==> config.mk <==
export PLATFORM = sky130hd
export DESIGN_NAME = os_tile_controller
export DESIGN_NICKNAME = d
export VERILOG_FILES = /design/src/rtl/os_tile_controller.sv
export SDC_FILE = /design/constraint.sdc
export NUM_CORES = 1
export LEC_CHECK = 0
export CORE_UTILIZATION = 52
export DETAILED_ROUTE_END_ITERATION = 16
export GPL_ROUTABILITY_DRIVEN = 0
export HOLD_SLACK_MARGIN = 0.05
export PLACE_DENSITY_LB_ADDON = 0.15
export SETUP_SLACK_MARGIN = 0.3
export SYNTH_ARGS = -nofsm -noshare
export SYNTH_HDL_FRONTEND = slang
export SYNTH_SLANG_ARGS = --single-unit
==> constraint.sdc <==
create_clock -name clk -period 4 [get_ports clk]
set_input_delay 0.6 -clock clk [delete_from_list [all_inputs] [get_ports clk]]
set_output_delay 0.6 -clock clk [all_outputs]
set_load 0.02 [all_outputs]
==> src/rtl/os_tile_controller.sv <==
// Output-stationary tile sequencer for systolic_system: latches a tile config, loads
// ARRAY_N bias words, then steps the array through FLOW, FLUSH, DRAIN_WAIT and STORE.
module os_tile_controller #(
    parameter int unsigned ARRAY_N    = 16,
    parameter int unsigned ARRAY_M    = 16,
    parameter int unsigned ADDR_WIDTH = 10,
    parameter int unsigned OUT_WIDTH  = 32
) (
    input  logic                     clk,
    input  logic                     reset,
    input  logic                     start,
    input  logic                     abort,
    input  logic [31:0]              cfg_k,
    input  logic [$clog2(ARRAY_N):0] cfg_rows,
    input  logic [$clog2(ARRAY_M):0] cfg_cols,
    input  logic [ADDR_WIDTH-1:0]    cfg_a_base,
    input  logic [ADDR_WIDTH-1:0]    cfg_w_base,
    input  logic [ADDR_WIDTH-1:0]    cfg_o_base,
    input  logic                     bias_valid,
    input  logic [OUT_WIDTH-1:0]     bias_data,
    output logic                     bias_ready,
    output logic                     mode,
    output logic                     a_buf_on,
    output logic                     w_buf_on,
    output logic [ADDR_WIDTH-1:0]    a_base_addr,
    output logic [ADDR_WIDTH-1:0]    w_base_addr,
    output logic [ADDR_WIDTH-1:0]    o_base_addr,
    output logic [$clog2(ARRAY_N):0] a_num_rows,
    output logic [$clog2(ARRAY_M):0] w_num_cols,
    output logic [2:0]               operation_signal_in,
    output logic                     w_en_bias,
    output logic [$clog2(ARRAY_N):0] w_index_bias,
    output logic [OUT_WIDTH-1:0]     w_data_bias,
    output logic                     o_ag_o_on,
    output logic                     busy,
    output logic                     done,
    output logic                     cfg_err
);

    localparam int unsigned RW = $clog2(ARRAY_N) + 1;
    localparam int unsigned CW = $clog2(ARRAY_M) + 1;
    localparam logic [RW-1:0] ROWS_MAX = RW'(ARRAY_N);
    localparam logic [CW-1:0] COLS_MAX = CW'(ARRAY_M);
    localparam logic [RW-1:0] LAST_IDX = RW'(ARRAY_N - 1);
    localparam logic [2:0] OP_IDLE  = 3'b000;
    localparam logic [2:0] OP_FLOW  = 3'b100;
    localparam logic [2:0] OP_DRAIN = 3'b110;

    typedef enum logic [2:0] {
        S_IDLE, S_BIAS, S_FLOW, S_FLUSH, S_DRAIN, S_STORE, S_DONE
    } state_t;

    state_t                r_state, w_nxt_state;
    logic [31:0]           r_cnt, w_nxt_cnt;
    logic [RW-1:0]         r_bias_idx, w_nxt_idx;
    logic [31:0]           r_k;
    logic [RW-1:0]         r_rows;
    logic [CW-1:0]         r_cols;
    logic [ADDR_WIDTH-1:0] r_a_base, r_w_base, r_o_base;
    logic                  r_bias_ready, r_mode, r_buf_on, r_ag_on, r_busy, r_done, r_cfg_err;
    logic [2:0]            r_op;
    logic                  r_wen;
    logic [RW-1:0]         r_widx;
    logic [OUT_WIDTH-1:0]  r_wdata;

    logic                  w_cfg_ok, w_latch, w_skip_drain;
    logic [31:0]           w_flush_m1, w_drain_m1, w_store_m1;
    logic                  w_nxt_wen, w_nxt_cfg_err;
    logic [RW-1:0]         w_nxt_widx;
    logic [OUT_WIDTH-1:0]  w_nxt_wdata;
    logic [2:0]            w_nxt_op;

    assign w_cfg_ok = (cfg_rows != '0) && (cfg_rows <= ROWS_MAX) &&
                      (cfg_cols != '0) && (cfg_cols <= COLS_MAX) && (cfg_k != 32'd0);

    // Phase lengths minus one; the counter reaches zero in the last cycle of a phase.
    assign w_flush_m1   = 32'(r_rows) + 32'(r_cols) - 32'd2;
    assign w_skip_drain = (32'(r_rows) + 32'd1) >= ARRAY_N;
    assign w_drain_m1   = ARRAY_N - 32'(r_rows) - 32'd2;
    assign w_store_m1   = 32'(r_rows);

    always_comb begin
        w_nxt_state   = r_state;
        w_nxt_cnt     = r_cnt;
        w_nxt_idx     = r_bias_idx;
        w_nxt_wen     = 1'b0;
        w_nxt_widx    = r_widx;
        w_nxt_wdata   = r_wdata;
        w_nxt_cfg_err = 1'b0;
        w_latch       = 1'b0;
        w_nxt_op      = OP_IDLE;
        case (r_state)
            S_IDLE: begin
                if (start) begin
                    if (w_cfg_ok) begin
                        w_nxt_state = S_BIAS;
                        w_nxt_idx   = '0;
                        w_latch     = 1'b1;
                    end else begin
                        w_nxt_cfg_err = 1'b1;
                    end
                end
            end
            S_BIAS: begin
                if (bias_valid) begin
                    w_nxt_wen   = 1'b1;
                    w_nxt_widx  = r_bias_idx;
                    w_nxt_wdata = bias_data;
                    w_nxt_idx   = r_bias_idx + RW'(1);
                    if (r_bias_idx == LAST_IDX) begin
                        w_nxt_state = S_FLOW;
                        w_nxt_cnt   = r_k - 32'd1;
                    end
                end
            end
            S_FLOW: begin
                w_nxt_cnt = r_cnt - 32'd1;
                if (r_cnt == 32'd0) begin
                    w_nxt_state = S_FLUSH;
                    w_nxt_cnt   = w_flush_m1;
                end
            end
            S_FLUSH: begin
                w_nxt_cnt = r_cnt - 32'd1;
                if (r_cnt == 32'd0) begin
                    w_nxt_state = w_skip_drain ? S_STORE : S_DRAIN;
                    w_nxt_cnt   = w_skip_drain ? w_store_m1 : w_drain_m1;
                end
            end
            S_DRAIN: begin
                w_nxt_cnt = r_cnt - 32'd1;
                if (r_cnt == 32'd0) begin
                    w_nxt_state = S_STORE;
                    w_nxt_cnt   = w_store_m1;
                end
            end
            S_STORE: begin
                w_nxt_cnt = r_cnt - 32'd1;
                if (r_cnt == 32'd0) begin
                    w_nxt_state = S_DONE;
                    w_nxt_cnt   = 32'd0;
                end
            end
            S_DONE:  w_nxt_state = S_IDLE;
            default: w_nxt_state = S_IDLE;
        endcase

        // Abort wins over everything the FSM wanted to do this cycle.
        if (abort) begin
            w_nxt_state   = S_IDLE;
            w_nxt_cnt     = 32'd0;
            w_nxt_wen     = 1'b0;
            w_nxt_widx    = '0;
            w_nxt_wdata   = '0;
            w_nxt_cfg_err = 1'b0;
            w_latch       = 1'b0;
        end

        case (w_nxt_state)
            S_FLOW, S_FLUSH:  w_nxt_op = OP_FLOW;
            S_DRAIN, S_STORE: w_nxt_op = OP_DRAIN;
            default:          w_nxt_op = OP_IDLE;
        endcase
    end

    always_ff @(posedge clk) begin
        if (reset) begin
            r_state      <= S_IDLE;
            r_cnt        <= '0;
            r_bias_idx   <= '0;
            r_k          <= '0;
            r_rows       <= '0;
            r_cols       <= '0;
            r_a_base     <= '0;
            r_w_base     <= '0;
            r_o_base     <= '0;
            r_bias_ready <= 1'b0;
            r_mode       <= 1'b0;
            r_buf_on     <= 1'b0;
            r_ag_on      <= 1'b0;
            r_busy       <= 1'b0;
            r_done       <= 1'b0;
            r_cfg_err    <= 1'b0;
            r_op         <= OP_IDLE;
            r_wen        <= 1'b0;
            r_widx       <= '0;
            r_wdata      <= '0;
        end else begin
            r_state      <= w_nxt_state;
            r_cnt        <= w_nxt_cnt;
            r_bias_idx   <= w_nxt_idx;
            r_bias_ready <= (w_nxt_state == S_BIAS);
            r_mode       <= (w_nxt_state != S_IDLE);
            r_busy       <= (w_nxt_state != S_IDLE);
            r_buf_on     <= (w_nxt_state == S_FLOW);
            r_ag_on      <= (w_nxt_state == S_STORE);
            r_done       <= (w_nxt_state == S_DONE);
            r_cfg_err    <= w_nxt_cfg_err;
            r_op         <= w_nxt_op;
            r_wen        <= w_nxt_wen;
            r_widx       <= w_nxt_widx;
            r_wdata      <= w_nxt_wdata;
            if (abort) begin
                r_k      <= '0;
                r_rows   <= '0;
                r_cols   <= '0;
                r_a_base <= '0;
                r_w_base <= '0;
                r_o_base <= '0;
            end else if (w_latch) begin
                r_k      <= cfg_k;
                r_rows   <= cfg_rows;
                r_cols   <= cfg_cols;
                r_a_base <= cfg_a_base;
                r_w_base <= cfg_w_base;
                r_o_base <= cfg_o_base;
            end
        end
    end

    assign bias_ready          = r_bias_ready;
    assign mode                = r_mode;
    assign a_buf_on            = r_buf_on;
    assign w_buf_on            = r_buf_on;
    assign a_base_addr         = r_a_base;
    assign w_base_addr         = r_w_base;
    assign o_base_addr         = r_o_base;
    assign a_num_rows          = r_rows;
    assign w_num_cols          = r_cols;
    assign operation_signal_in = r_op;
    assign w_en_bias           = r_wen;
    assign w_index_bias        = r_widx;
    assign w_data_bias         = r_wdata;
    assign o_ag_o_on           = r_ag_on;
    assign busy                = r_busy;
    assign done                = r_done;
    assign cfg_err             = r_cfg_err;

endmodule

==> flow_summary.json, run 1 <==
{
  "status": "completed",
  "period_share": 0.774,
  "drt-wirelength-per-cell_um": 16.3,
  "clock-sinks": 158,
  "power.leakage_uw": 0.00383,
  "root_buffer": "clkbuf_16",
  "nets": 1343,
  "initial_utilization": 0.530,
  "wl_met2_um": 10900,
  "clkLatencyLatePin_ns": 0.42,
  "slew_violations": 0,
  "numCtsBuffers": 17,
  "n_antenna_cell": 0,
  "cp_slowest_cell": "nor2_1",
  "ys.flop_type": "dfxtp_1",
  "highest_layer": "met4",
  "fillers": 1268,
  "synth_edf_count": 0,
  "ant_nets": 0,
  "seq_area_mm2": 0.00316,
  "post_cts_buffers": 0,
  "numPortBuffers": 196,
  "reg2reg_from": "a_num_rows[2]$_SDFFE_PP0P_",
  "cp_slowest_stage_delay_ns": 0.54,
  "fmax_ghz": 0.323,
  "grt-ovfl-total": 0,
  "syn_area_mm2": 0.00803,
  "setup_violations": 0,
  "synth_largest_area_cell": "dfxtp_1",
  "crit_path_end": "r_cnt[25]$_SDFFE_PP0P_",
  "period_minus_slack_ns": 3.10,
  "cp-start-kind": "flip-flop",
  "place_ws_ns": 0.956,
  "ys_ff_latch": 158,
  "ys_async_sr_fraction": 0,
  "path_cells": "inv_1 > ha_1 > inv_1 > ha_1 > a211oi_1 > nor2_1 > o22a_1 > o221a_2 > nor2_1 > o21ai_0 > a21oi_1",
  "path_class": "reg2reg",
  "grt_pass1_wl_um": 37800,
  "grt.total_usage": 0.297,
  "crit_fanout": 11,
  "cts.clk_slew.worst_paths_ns": 0.07,
  "vias": 8032,
  "setup_slack_ns": 0.903,
  "fin_setup_tns_ns": 0,
  "slew_headroom": 0.415,
  "synth_nets": 1188,
  "area_growth_pct": 31.8,
  "worst_pin_slew_ns": 0.877,
  "hold_viol_final": 0,
  "hold_path.class": "reg2reg",
  "die_w_um": 126,
  "top_level_ports": 198,
  "firstDrtPassIters": 6,
  "grt_max_degree": 92,
  "avgSynthCellArea_um2": 7.58,
  "cts_tree": "done",
  "netlist_top_cells_count": "nand2_1, a21oi_1, dfxtp_1",
  "antenna_found_initial": 0,
  "synth_warnings": 0,
  "dr.first_iter.drc_count": 849,
  "postRouteWirelength_um": 23100,
  "drive_gt1_frac": 0.0570,
  "htreeDepth": 4,
  "viasPerCell": 5.68,
  "dieArea_mm2": 0.0159,
  "ff2ff_path_depth": 11,
  "synthCells": 1059,
  "netlist_top_cells_area": "dfxtp_1, nand2_1, a21oi_1, xnor2_1, ha_1",
  "clockBufferDepth": 2,
  "hpwl_um": 16800,
  "synth_cell_types": 75,
  "cts_hold_buf": 0,
  "worst_setup_path_end_kind": "flip-flop",
  "powerDensity_mw_per_mm2": 334,
  "grt_pass1_vias": 7338,
  "fin_skew_ns": 0.00685,
  "cap_violations": 0,
  "peakVddDrop_mv": 0.513,
  "cp.arrival_ns": 3.46,
  "post-synth-top-count-cell": "nand2_1",
  "wirelength_met1_um": 9500,
  "seq_area_frac_synth": 0.394,
  "yosys.area.top_type_share": 0.394,
  "die-height_um": 126,
  "num_rows": 45,
  "r2r_slack_ns": 0.90,
  "rr_endpoint": "r_cnt[25]$_SDFFE_PP0P_",
  "required_ns": 4.36,
  "crit_path_start": "a_num_rows[2]$_SDFFE_PP0P_",
  "design.core.area_mm2": 0.0151,
  "multi_input_area_mm2": 0.00448,
  "cts_resized": 0,
  "rsz0062_at_grt": "no",
  "route.met3.wl_um": 2300,
  "drc": 0
}
## cells in the final DEF, fill, tap and decap left out, drive strengths merged, types with 2 or more instances in the layout
cell type,synthesis,final
xor2,22,22
or2,2,2
o21a,4,4
nand2b,3,3
nor2b,3,3
and2,3,3
o22ai,4,4
o21ai,44,44
nor2,49,49
clkinv,0,5
a22oi,3,3
clkinvlp,0,2
xnor2,32,32
ha,19,19
o21bai,2,2
nor3,25,25
a221oi,2,2
dfxtp,158,158
a21oi,158,158
buf,16,11
inv,29,36
nand3,14,14
a211oi,7,7
nand2,265,265
a31o,2,2
a31oi,13,13
nor4,29,29
clkbuf,55,18
nor4b,3,3
o31ai,8,8
o211ai,7,7
a21o,9,9
or4,15,15
and3b,2,2
and3,8,8
or3,13,13
nand4,6,6
clkdlybuf4s50,0,196
## metal layers
metal  up-vias  track usage
met5         -            0
met3        27       0.0990
met4         0       0.0858
li1       3989            -
met2       326        0.473
met1      3690        0.382
## cells by family (layout without fill, tap and decap cells)
kind of cell	Yosys count	after routing	share of synthesized area
simple gates	446	446	0.260
compound gates	279	279	0.203
flops	158	158	0.394
buf+inv	100	268	0.0502
xor+xnor	54	54	0.0589
fa+ha+maj	20	20	0.0321
other cells	1	1	0.000467
mux	1	1	0.00140
## registers in the layout (all words and copies together) (netlist names), 2 cells and up
register,count
w_num_cols,5
r_bias_idx,5
a_base_addr,10
w_data_bias,32
r_k,32
operation_signal_in,2
w_index_bias,5
r_state,3
a_num_rows,5
w_base_addr,10
r_cnt,32
o_base_addr,10
## where the power goes
group          internal (uW)  switching (uW)  leakage (uW)
sequential              1590            14.6       0.00127
clock                    822             700      0.000270
combinational            207             210       0.00228
total                   2620             925       0.00383
## worst max-delay path: cells and delay by family, from the launching register on
family,cells,cell delay [ns]
DFF,1,0.50
and+or+nand+nor,2,0.64
adders and majority gates,2,0.61
AOI/OAI and AO/OA,5,1.09
buffers and inverters,2,0.20
## metrics by stage
stage	util	instance area (um2)	total power [uW]	hold WS (ns)	cells
6_report	0.699	10600	3540	0.453	1415
2_1_floorplan	-	8030	1860	0.433	1059
3_5_place_dp	0.663	10000	2050	0.446	1383
3_3_place_gp	0.663	10000	2050	0.440	1383
4_1_cts	0.699	10600	3570	0.454	1415
5_1_grt	0.699	10600	3670	0.474	1415
## area by class of cell
cell class,instances,share of cell area
Inverter,29,0.0103
Timing Repair Buffer,207,0.194
Clock inverter,14,0.0102
Multi-Input combinational cell,801,0.423
Clock buffer,18,0.0415
Sequential cell,158,0.299
Tap cell,188,0.0222
## worst min path at each step
stage / startpoint / endpoint / slack [ns] / cells past startpoint
6_report: o_base_addr[1]$_SDFFE_PP0P_ / o_base_addr[1]$_SDFFE_PP0P_ / 0.45 / 2
5_1_grt: o_base_addr[9]$_SDFFE_PP0P_ / o_base_addr[9]$_SDFFE_PP0P_ / 0.47 / 2
4_1_cts: w_data_bias[16]$_SDFFE_PP0P_ / w_data_bias[16]$_SDFFE_PP0P_ / 0.45 / 2
3_5_place_dp: w_data_bias[16]$_SDFFE_PP0P_ / w_data_bias[16]$_SDFFE_PP0P_ / 0.45 / 2
3_3_place_gp: w_data_bias[0]$_SDFFE_PP0P_ / w_data_bias[0]$_SDFFE_PP0P_ / 0.44 / 2
2_1_floorplan: r_cnt[15]$_SDFFE_PP0P_ / r_cnt[15]$_SDFFE_PP0P_ / 0.43 / 2
Power figures use the tool's default switching activity.
==> run 2: changes to the inputs <==
--- a/config.mk
+++ b/config.mk
@@ -5,7 +5,7 @@
 export SDC_FILE = /design/constraint.sdc
 export NUM_CORES = 1
 export LEC_CHECK = 0
-export CORE_UTILIZATION = 52
+export CORE_UTILIZATION = 50
 export DETAILED_ROUTE_END_ITERATION = 16
 export GPL_ROUTABILITY_DRIVEN = 0
 export HOLD_SLACK_MARGIN = 0.05
==> constraint.sdc (replaced) <==
create_clock -name clk -period 2.85 [get_ports clk]
set_input_delay 0.4275 -clock clk [delete_from_list [all_inputs] [get_ports clk]]
set_output_delay 0.4275 -clock clk [all_outputs]
set_load 0.02 [all_outputs]
==> flow_summary.json, run 2 (synthesis results as in run 1) <==
{
  "status": "completed",
  "clkLatencyLatePin_ns": 0.43,
  "holdPathEnd": "w_data_bias[16]$_SDFFE_PP0P_",
  "period_share": 0.898,
  "cts_hold_buf": 0,
  "setup_violations": 0,
  "grt.total_usage": 0.300,
  "viasPerCell": 5.72,
  "grt_pass1_wl_um": 39100,
  "design.core.area_mm2": 0.0154,
  "cp_slowest_stage_delay_ns": 0.56,
  "worstHoldStart": "w_data_bias[16]$_SDFFE_PP0P_",
  "path_class": "reg2reg",
  "cts.clk_slew.worst_paths_ns": 0.07,
  "ant_nets": 0,
  "numPortBuffers": 196,
  "htreeDepth": 4,
  "cp_slowest_cell": "or4_4",
  "grt-ovfl-total": 0,
  "die_w_um": 129,
  "rr_endpoint": "r_cnt[28]$_SDFFE_PP0P_",
  "cp.arrival_ns": 2.92,
  "worst_pin_slew_ns": 0.659,
  "power.leakage_uw": 0.00417,
  "path_cells": "or4_4 > or4_4 > or3_4 > or4_1 > nand3_2 > a22oi_1 > o21ai_1",
  "ff2ff_path_depth": 7,
  "cp-start-kind": "flip-flop",
  "place_ws_ns": 0.126,
  "die-height_um": 129,
  "vias": 8471,
  "slew_violations": 0,
  "crit_fanout": 6,
  "reg2reg_from": "r_k[17]$_SDFFE_PP0P_",
  "powerDensity_mw_per_mm2": 448,
  "grt_pass1_vias": 7798,
  "area_growth_pct": 42.3,
  "slew_headroom": 0.561,
  "firstDrtPassIters": 5,
  "peakVddDrop_mv": 0.509,
  "fin_setup_tns_ns": 0,
  "drive_gt1_frac": 0.142,
  "hpwl_um": 17600,
  "required_ns": 3.21,
  "rsz0062_at_grt": "yes",
  "crit_top_cell": "or4_4",
  "cts_tree": "done",
  "numCtsBuffers": 17,
  "clock-sinks": 158,
  "grt_max_degree": 110,
  "top_level_ports": 198,
  "drt-wirelength-per-cell_um": 17.0,
  "hold_viol_final": 0,
  "dr.first_iter.drc_count": 595,
  "worst_setup_path_end_kind": "flip-flop",
  "antenna_found_initial": 0,
  "period_minus_slack_ns": 2.56,
  "postRouteWirelength_um": 25200,
  "fin_skew_ns": 0.00787,
  "final_common_cell": "nand2_1",
  "n_antenna_cell": 0,
  "dieArea_mm2": 0.0166,
  "fmax_ghz": 0.391,
  "initial_utilization": 0.521,
  "setup_slack_ns": 0.291,
  "cap_violations": 0,
  "r2r_slack_ns": 0.29,
  "hold_path.class": "reg2reg",
  "num_rows": 45,
  "drc": 0,
  "clockBufferDepth": 2,
  "layout_common_cells": "nand2_1, clkdlybuf4s50_1, a21oi_1, dfxtp_1, buf_4",
  "root_buffer": "clkbuf_16",
  "nets": 1387,
  "holdPathStages": 2
}
## run 2: cell types whose count changed in the layout (fill, tap and decap cells not counted), sizes merged
cell,previous run,this run
bufinv,0,1
inv,36,34
clkbuf,18,20
buf,11,54
## run 2: power by group
part,switching [uW],total (uW),internal (uW)
Combinational,318,643,325
Sequential,18.8,2240,2220
Clock,987,2230,1250
Total,1320,5120,3800
## run 2: layer usage
metal / vias to the layer above / GRT usage / wire length (um) / share of wire
met2: 342 / 0.497 / 12000 / 0.48
li1: 4081 / - / - / -
met1: 4003 / 0.373 / 10500 / 0.41
met3: 45 / 0.0894 / 2210 / 0.087
met4: 0 / 0.0962 / 501 / 0.020
met5: - / 0 / 0 / 0
## run 2: worst max path at each step
stage | slack (ns) | end | depth (start not counted) | startpoint
after detailed placement | 0.13 | r_cnt[14]$_SDFFE_PP0P_ | 8 | r_cnt[19]$_SDFFE_PP0P_
after floorplan | 0.30 | r_cnt[18]$_SDFFE_PP0P_ | 10 | r_cnt[0]$_SDFFE_PP0P_
after CTS | 0.26 | r_cnt[14]$_SDFFE_PP0P_ | 8 | r_cnt[0]$_SDFFE_PP0P_
final | 0.29 | r_cnt[28]$_SDFFE_PP0P_ | 7 | r_k[17]$_SDFFE_PP0P_
after global routing | 0.22 | r_cnt[28]$_SDFFE_PP0P_ | 7 | r_k[17]$_SDFFE_PP0P_
after global placement | 0.16 | o_ag_o_on$_SDFF_PP0_ | 8 | cfg_k[24]
## run 2: metrics by stage
stage	utilization	area [um2]	hold WS [ns]	power, uW	std cells
CTS	0.718	11100	0.455	5090	1474
floorplan	-	8070	0.433	2610	1059
detailed placement	0.672	10400	0.447	2890	1438
global placement	0.672	10400	0.440	2890	1438
finish	0.741	11400	0.452	5120	1482
global route	0.741	11400	0.471	5280	1482
## run 2: timing repair
| action | in CTS | in global routing |
|---|---|---|
| resized for setup | 23 | 65 |
| endpoints found under the setup margin | 36 | 33 |
| cloned | 0 | 2 |
| pin swaps | 5 | 26 |
| endpoints found under the hold margin | 0 | 0 |
| buffers inserted | 4 | 6 |
## run 2: layout make-up
class                      count  area, um2
sequential                   158       3190
fill                        1163       4000
clock buffer                  19        443
timing repair buffer         251       2460
multi-input combinational    801       4830
clock inverter                13        130
tap                          211        264
inverter                      29        114
## run 2: worst max-delay path, delay by kind of cell (launching register included)
kind	cells	cell delay, ns
compound gates	2	0.19
simple gates	5	1.96
flops	1	0.35
